## src/rtl/param_router.sv

```systemverilog
// param_router: N-port flit router with per-input FIFOs, per-output holding registers
// and per-output round-robin arbiters. Define ROUTER_STATS_EN to add flit/drop counters.
module param_router #(
  parameter int ROUTERID  = 0,
  parameter int NUM_PORTS = 4,
  parameter int DATA_W    = 8,
  parameter int IB_DEPTH  = 4,
  localparam int PORT_W   = $clog2(NUM_PORTS)
) (
  input  logic                              clock,
  input  logic                              reset,
  input  logic [NUM_PORTS-1:0]              put_inbound,
  input  logic [NUM_PORTS-1:0][DATA_W-1:0]  payload_inbound,
  output logic [NUM_PORTS-1:0]              free_inbound,
  input  logic [NUM_PORTS-1:0]              free_outbound,
  output logic [NUM_PORTS-1:0]              put_outbound,
  output logic [NUM_PORTS-1:0][DATA_W-1:0]  payload_outbound,
  output logic                              bad_dest,
  output logic [PORT_W-1:0]                 bad_dest_src
`ifdef ROUTER_STATS_EN
  ,
  output logic [NUM_PORTS-1:0][15:0]        flit_count,
  output logic [7:0]                        drop_count
`endif
);

  localparam int PTR_W = $clog2(IB_DEPTH);
  localparam int CNT_W = PTR_W + 1;
  localparam logic [CNT_W-1:0] FULL_CNT = CNT_W'(IB_DEPTH);

  if (NUM_PORTS < 2 || NUM_PORTS > 16 || DATA_W < PORT_W + 1 || IB_DEPTH < 2 ||
      (IB_DEPTH & (IB_DEPTH - 1)) != 0 || ROUTERID < 0) begin : g_param_check
    $error("param_router %0d: illegal parameter set", ROUTERID);
  end

  logic [NUM_PORTS-1:0]              head_valid;
  logic [NUM_PORTS-1:0]              head_bad;
  logic [NUM_PORTS-1:0]              pop;
  logic [NUM_PORTS-1:0][DATA_W-1:0]  head_data;
  logic [NUM_PORTS-1:0][PORT_W-1:0]  head_dest;
  logic [NUM_PORTS-1:0]              gnt_valid;
  logic [NUM_PORTS-1:0][PORT_W-1:0]  gnt_idx;
  logic [PORT_W-1:0]                 bad_first;

  // Input FIFOs: head is read combinationally so a flit written in cycle 0 can be
  // arbitrated in cycle 1.
  for (genvar gi = 0; gi < NUM_PORTS; gi++) begin : g_in
    logic [DATA_W-1:0] mem [IB_DEPTH];
    logic [PTR_W-1:0]  rd_ptr_reg;
    logic [PTR_W-1:0]  wr_ptr_reg;
    logic [CNT_W-1:0]  count_reg;
    logic              wr_en;

    assign free_inbound[gi] = (count_reg != FULL_CNT);
    assign wr_en            = put_inbound[gi] & free_inbound[gi];
    assign head_valid[gi]   = (count_reg != '0);
    assign head_data[gi]    = mem[rd_ptr_reg];
    assign head_dest[gi]    = head_data[gi][DATA_W-1 -: PORT_W];
    assign head_bad[gi]     = head_valid[gi] & (int'({1'b0, head_dest[gi]}) >= NUM_PORTS);

    always_ff @(posedge clock) begin
      if (wr_en) begin
        mem[wr_ptr_reg] <= payload_inbound[gi];
      end
    end

    always_ff @(posedge clock) begin
      if (reset) begin
        rd_ptr_reg <= '0;
        wr_ptr_reg <= '0;
        count_reg  <= '0;
      end else begin
        if (wr_en) begin
          wr_ptr_reg <= wr_ptr_reg + 1'b1;
        end
        if (pop[gi]) begin
          rd_ptr_reg <= rd_ptr_reg + 1'b1;
        end
        count_reg <= count_reg + CNT_W'(wr_en) - CNT_W'(pop[gi]);
      end
    end
  end

  // Per-output round-robin arbiter and single-entry holding register.
  for (genvar gi = 0; gi < NUM_PORTS; gi++) begin : g_out
    logic [NUM_PORTS-1:0] req;
    logic                 ready;
    logic                 gv;
    logic [PORT_W-1:0]    gx;
    logic [PORT_W-1:0]    ptr_reg;
    logic                 valid_reg;
    logic [DATA_W-1:0]    data_reg;

    always_comb begin
      req = '0;
      for (int i = 0; i < NUM_PORTS; i++) begin
        req[i] = head_valid[i] & ~head_bad[i] & (head_dest[i] == PORT_W'(gi));
      end
    end

    assign ready = ~valid_reg | free_outbound[gi];

    always_comb begin
      int idx;
      idx = 0;
      gv  = 1'b0;
      gx  = '0;
      if (ready) begin
        for (int k = 0; k < NUM_PORTS; k++) begin
          idx = int'(ptr_reg) + k;
          if (idx >= NUM_PORTS) begin
            idx = idx - NUM_PORTS;
          end
          if (!gv && req[idx]) begin
            gv = 1'b1;
            gx = PORT_W'(idx);
          end
        end
      end
    end

    always_ff @(posedge clock) begin
      if (reset) begin
        valid_reg <= 1'b0;
        data_reg  <= '0;
        ptr_reg   <= '0;
      end else begin
        if (gv) begin
          valid_reg <= 1'b1;
          data_reg  <= head_data[gx];
          ptr_reg   <= (gx == PORT_W'(NUM_PORTS - 1)) ? '0 : gx + 1'b1;
        end else if (put_outbound[gi]) begin
          valid_reg <= 1'b0;
        end
      end
    end

    assign gnt_valid[gi]        = gv;
    assign gnt_idx[gi]          = gx;
    assign put_outbound[gi]     = valid_reg & free_outbound[gi];
    assign payload_outbound[gi] = data_reg;
  end

  // A head is popped either because it won an output or because it is undeliverable.
  always_comb begin
    pop = head_bad;
    for (int o = 0; o < NUM_PORTS; o++) begin
      if (gnt_valid[o]) begin
        pop[gnt_idx[o]] = 1'b1;
      end
    end
  end

  always_comb begin
    bad_first = '0;
    for (int i = NUM_PORTS - 1; i >= 0; i--) begin
      if (head_bad[i]) begin
        bad_first = PORT_W'(i);
      end
    end
  end

  always_ff @(posedge clock) begin
    if (reset) begin
      bad_dest     <= 1'b0;
      bad_dest_src <= '0;
    end else if (|head_bad && !bad_dest) begin
      bad_dest     <= 1'b1;
      bad_dest_src <= bad_first;
    end
  end

`ifdef ROUTER_STATS_EN
  for (genvar gi = 0; gi < NUM_PORTS; gi++) begin : g_cnt
    logic [15:0] cnt_reg;
    always_ff @(posedge clock) begin
      if (reset) begin
        cnt_reg <= '0;
      end else if (put_outbound[gi] && cnt_reg != 16'hFFFF) begin
        cnt_reg <= cnt_reg + 16'd1;
      end
    end
    assign flit_count[gi] = cnt_reg;
  end

  logic [8:0] drop_sum;
  always_comb begin
    drop_sum = {1'b0, drop_count};
    for (int i = 0; i < NUM_PORTS; i++) begin
      drop_sum = drop_sum + 9'(head_bad[i]);
    end
  end

  always_ff @(posedge clock) begin
    if (reset) begin
      drop_count <= '0;
    end else begin
      drop_count <= drop_sum[8] ? 8'hFF : drop_sum[7:0];
    end
  end
`endif

endmodule
```

## config.mk

```make
export PLATFORM = sky130hd
export DESIGN_NAME = param_router
export DESIGN_NICKNAME = d
export VERILOG_FILES = /design/src/rtl/param_router.sv
export SDC_FILE = /design/constraint.sdc
export NUM_CORES = 1
export LEC_CHECK = 0
export ABC_CLOCK_PERIOD_IN_PS = 4500
export CORE_UTILIZATION = 58
export CTS_CLUSTER_SIZE = 10
export DETAILED_ROUTE_END_ITERATION = 7
export GPL_ROUTABILITY_DRIVEN = 0
export HOLD_SLACK_MARGIN = 0.03
export PLACE_DENSITY_LB_ADDON = 0.15
export SYNTH_ARGS = -nofsm -noshare
export SYNTH_HDL_FRONTEND = slang
export SYNTH_SLANG_ARGS = --single-unit
```

## constraint.sdc

```tcl
create_clock -name clock -period 4.5 [get_ports clock]
set_input_delay 0.45 -clock clock [delete_from_list [all_inputs] [get_ports clock]]
set_output_delay 0.45 -clock clock [all_outputs]
set_load 0.01 [all_outputs]
```

## Yosys cells after proc, flatten, opt, wreduce, memory -nomap -nowiden

Memories as Yosys holds them, arrays and structs flattened. A register that Yosys moved wholly into a read port is not among the register bits.
Index checks and enable logic that the tools add are counted.

| storage, ports and cells | value |
|---|---|
| bits in registers | 72 |
| latch bits | 0 |
| RAM bits | 128 |
| bits in read-only memories | 0 |
| input bits | 42 |
| output and inout port bits | 43 |
| logic and storage cells | 391 |
| memories kept | 4 |

| cells by class | value |
|---|---|
| add/subtract/negate cells | 48 |
| multiply operators | 0 |
| divide/modulo/power cells | 0 |
| order comparisons | 40 |
| eq/ne operators | 20 |
| shift operators | 0 |
| muxes and demuxes | 180 |
| bitwise gates (word level) | 35 |
| reduce and logical (&&, ||, !) cells | 40 |

Memory list:

| name | words | width | rd ports | clocked after memory_dff | write ports | line | source |
|---|---|---|---|---|---|---|---|
| g_in[0].mem | 4 | 8 | 1 | 1 | 1 | 48 | `logic [DATA_W-1:0] mem [IB_DEPTH];` |
| g_in[1].mem | 4 | 8 | 1 | 1 | 1 | 48 |  |
| g_in[2].mem | 4 | 8 | 1 | 1 | 1 | 48 |  |
| g_in[3].mem | 4 | 8 | 1 | 1 | 1 | 48 |  |

Operators with widths:

| kind | number |
|---|---|
| 32-bit 2-to-1 mux | 32 |
| 32-bit by 4-bit < comparator with 1-bit output, second input constant | 16 |
| 1-bit 2-to-1 mux | 84 |
| 8-bit binary-select mux with 2-bit select | 4 |
| 2-bit 2-to-1 mux | 32 |
| 3-bit by 3-bit subtractor with 4-bit output, second input constant | 12 |
| 3-bit greater-or-equal comparator, second input constant | 12 |
| 1-bit binary-select mux with 2-bit select | 16 |
| 8-bit 2-to-1 mux | 4 |
| 2-bit by 1-bit adder with 2-bit output, second input constant | 12 |
| 2-bit by 2-bit adder with 3-bit output, second input constant | 8 |
| 1-bit AND | 24 |
| 2-bit equality test, second input constant | 12 |
| 1-bit logical AND | 16 |
| 4-bit 2-to-1 mux | 4 |
| 2-bit by 3-bit subtractor with 4-bit output, second input constant | 4 |
| 2-bit by 1-bit adder with 3-bit output, second input constant | 4 |
| 3-bit by 1-bit adder with 3-bit output | 4 |
| 2-bit by 3-bit greater-or-equal comparator with 1-bit output, second input constant | 4 |
| 1-bit zero test | 12 |
| 2-bit by 3-bit < comparator with 1-bit output, second input constant | 4 |
| 3-bit inequality test, second input constant | 4 |
| 4-bit OR | 3 |
| 3-bit nonzero test | 4 |
| 8 further kinds | 32 |

## Logic depth before layout (Yosys ltp)

| depth | value |
|---|---|
| word-level depth | 33 |
| depth in mapped cells | 20 |

## Worst setup path before layout

OpenSTA, ideal clock, no wires.

| path | value |
|---|---|
| path type | reg-to-reg |
| from | register with a tool-made name |
| to | register g_in[3].count_reg[2] |
| library setup time | 0.128 ns |
| arrival time | 3.650 ns |
| required time | 4.372 ns |
| path slack | 0.722 ns |
| cell stages (with the launch flop) | 19 |
| buffers on the path | 1 |
| path through | dfxtp_1 -> buf_6 -> mux2_4 -> or3b_1 -> a21o_1 -> o2bb2a_1 -> nand3_1 -> nor2_1 -> ha_1 -> a22oi_2 -> nand3_1 -> ha_1 -> inv_1 -> ha_1 -> inv_1 -> fa_1 -> xor2_1 -> xnor2_1 -> nor2_1 |

RTL lines:

| item | line | source |
|---|---|---|
| to (signal assigned) | 79 | `count_reg <= count_reg + CNT_W'(wr_en) - CNT_W'(pop[gi]);` |
| to (decl) | 51 | `logic [CNT_W-1:0] count_reg;` |

==> metrics.txt <==
status complete, no violations; period utilization 0.929; max cap viols 0; DRC 0; Final Setup Violations 0; worst hold endpoint g_out[2].data_reg[7]$_SDFFE_PP0P_; crit path time final 4180 ps; FF-to-FF setup slack 320 ps; Worst setup SP type flip-flop; Leakage 4.35 nW; fin nets slightly below 1,000; max FFs per register 128; final hold vios 0; EDFF count, synth about 130; drt pass-1 iters 5; Clock transition at path regs 60 ps; gr ovfl total 0; Num CTS Buffers 24; Routed WL per cell 20.3 um; root buffer cell clkbuf_16; chip width 135 um; Setup WS pre-CTS around 220 ps; register area 5450 um2; Synth Register Bits 208; ys flop type edfxtp_1; H-tree Lvls 1; Max clock buf depth 3; Critical Path AT between 4000 and 5000 ps; Synth top area share 0.376; setup TNS 0 ps; Fin Clk Skew 9.52 ps; post-DP HPWL between 15,000 and 20,000 um; Starting Density 0.592; CTS sink cnt 208; Die Ht 135 um; post-route ant nets 0; pin count of the biggest net entering global routing 68; Via Count 6,887; Area Overhead vs Synth 17.1%; CP Max Fanout 9; Core Region approximately 17,000 um2; DR vias/cell between 6 and 7; clock latency on the worst-skew pair between 500 and 600 ps; Async S/R FF share, synth 0; routed wire length 23,100 um; slew margin rel. 0.318; # Post-CTS Setup Buffers 0; Hold Slack between 200 and 300 ps; number of distinct library cells after synthesis 86; vias in the first global route 7,057; fmax 239 MHz; register area share after synthesis 0.533; r2r worst-path depth 19; Ys Warns 0; setup ws final 318 ps; CP max-delay cell a211oi_1; Hold Path Cell Cnt 2; Hold Crit Start reset; Post-Syn Area per Cell 12.8 um2; post-synthesis cell area 10,200 um2; Fill cells between 1,000 and 1,500; Cells after Synth 796; footprint of the multi-input gates 4440 um2; VDD IR-drop max 405 uV; CP cell instances buf_4 > mux2_2 > and3_1 > o21ai_2 > o2bb2ai_1 > a211oi_1 > and2_1 > inv_1 > ha_1 > nand2_1 > nand3_1 > ha_1 > inv_1 > ha_1 > inv_1 > fa_1 > xor2_1 > xnor2_1 > nor2_1; initial antenna violation count 0; io pins between 80 and 90; Total GRT Usage 0.261; initial DRC count just under 500; Critical Path Max Stage Delay 390 ps; Final Max Tran Viols 0; most used cells in the layout excluding fill and tap cells edfxtp_1 (128), clkdlybuf4s50_1 (80), dfxtp_1 (79), nor2_1 (55), mux2i_1 (43); synth top area cells edfxtp_1 (38%), dfxtp_1 (16%), mux4_2 (6.0%); # diodes 0; RSZ-0062 raised after global routing false; Hold WC Path Type in -> reg; Crit Path Class reg -> reg; crit end category flip-flop; CTS tree done; actual slew at the worst max-slew pin 1020 ps; die footprint 18,100 um2; commonest non-fill, non-tap cell in the layout edfxtp_1; Worst Path Required between 4000 and 5000 ps; Reg2Reg Capture Point g_in[2].count_reg[2]$_SDFF_PP0_; Power Density between 600 and 700 nW/um2; area leader, netlist edfxtp_1; row cnt 48; first-pass GRT wire length 36,400 um; share of cells above drive strength 1 0.139; Buffers on Ports 81
[worst max-delay path: cells and delay by family (launching register included)]
kind                     cells  cell delay (ps)
flip-flops                   1              380
multiplexers                 1              380
adder cells (fa/ha/maj)      4             1000
buffers and inverters        4              390
AND/OR/NAND/NOR              5              710
AO/OA/AOI/OAI                3              870
XOR/XNOR                     2              310
[metrics by stage]
step	power (mW)	instances	area (um2)	utilization
2_1_floorplan	5.07	798	10200	-
3_3_place_gp	5.93	1093	11300	0.653
3_5_place_dp	6.09	1093	11300	0.653
4_1_cts	7.88	1136	12000	0.694
5_1_grt	8.31	1136	12000	0.694
6_report	7.88	1136	12000	0.694
[synthesized netlist by cell type, types with 6 or more instances]
library cell / instances
nor3b_1: 6
o21ai_0: 13
a21oi_1: 13
o221ai_1: 12
and2_1: 13
nand3b_1: 14
clkbuf_1: 9
ha_1: 40
nor3_1: 30
mux2_4: 6
mux2i_1: 43
a211o_1: 7
nor2b_1: 19
a21boi_0: 9
nand2b_1: 9
nor2_1: 56
nand2_1: 36
and3_1: 31
mux2_2: 7
a211oi_1: 7
inv_2: 6
edfxtp_1: 128
nand3_1: 13
dfxtp_1: 80
mux4_2: 27
inv_1: 35
xnor2_1: 9
buf_6: 7
[what timing repair did]
| action | CTS | global route |
|---|---|---|
| setup endpoints to repair | 0 | 5 |
| gates resized for setup | 0 | 3 |
| hold buffers | 0 | 0 |
[cell families (layout without fill, tap and decap cells)]
family	count (synthesis)	count (layout)	share of synthesized area
other	1	3	0.000367
AO/OA/AOI/OAI	116	116	0.101
multiplexers	86	86	0.122
adder cells (fa/ha/maj)	44	44	0.0568
flip-flops	208	208	0.533
buffers and inverters	69	182	0.0332
XOR/XNOR	12	12	0.0103
AND/OR/NAND/NOR	260	260	0.143
[final cells by class]
cell class / count / share of cell area
clock buffer: 43 / 0.0588
inverter: 42 / 0.0136
multi-input combinational: 521 / 0.371
sequential: 208 / 0.455
tap: 225 / 0.0235
timing repair buffer: 97 / 0.0774
[where the power goes]
| group | internal, mW | leakage [nW] | switching [mW] |
|---|---|---|---|
| sequential | 2.37 | 1.83 | 0.214 |
| clock | 1.04 | 0.335 | 0.713 |
| combinational | 1.48 | 2.19 | 2.06 |
| total | 4.89 | 4.35 | 2.98 |
[layer usage]
layer,track usage,part of all wire,up-vias,wire length [um]
met5,0,0,-,0
met4,0.0999,0.030,0,681
met3,0.0330,0.069,61,1590
met2,0.440,0.49,295,11200
met1,0.344,0.41,3346,9580
li1,-,-,3185,-
[how the worst max path moves through the flow]
stage / from / to / slack, ps / cells after the start
final: flip-flop / g_in[2].count_reg[2]$_SDFF_PP0_ / 320 / 19
after global routing: flip-flop / g_in[2].count_reg[2]$_SDFF_PP0_ / 40 / 19
after CTS: flip-flop / g_in[2].count_reg[2]$_SDFF_PP0_ / 180 / 18
after detailed placement: flip-flop / g_in[2].count_reg[2]$_SDFF_PP0_ / 220 / 18
after global placement: flip-flop / g_in[2].count_reg[2]$_SDFF_PP0_ / 440 / 18
after floorplan: flip-flop / g_in[3].count_reg[2]$_SDFF_PP0_ / 720 / 18
Note: power is estimated with default switching activity, not from simulation.
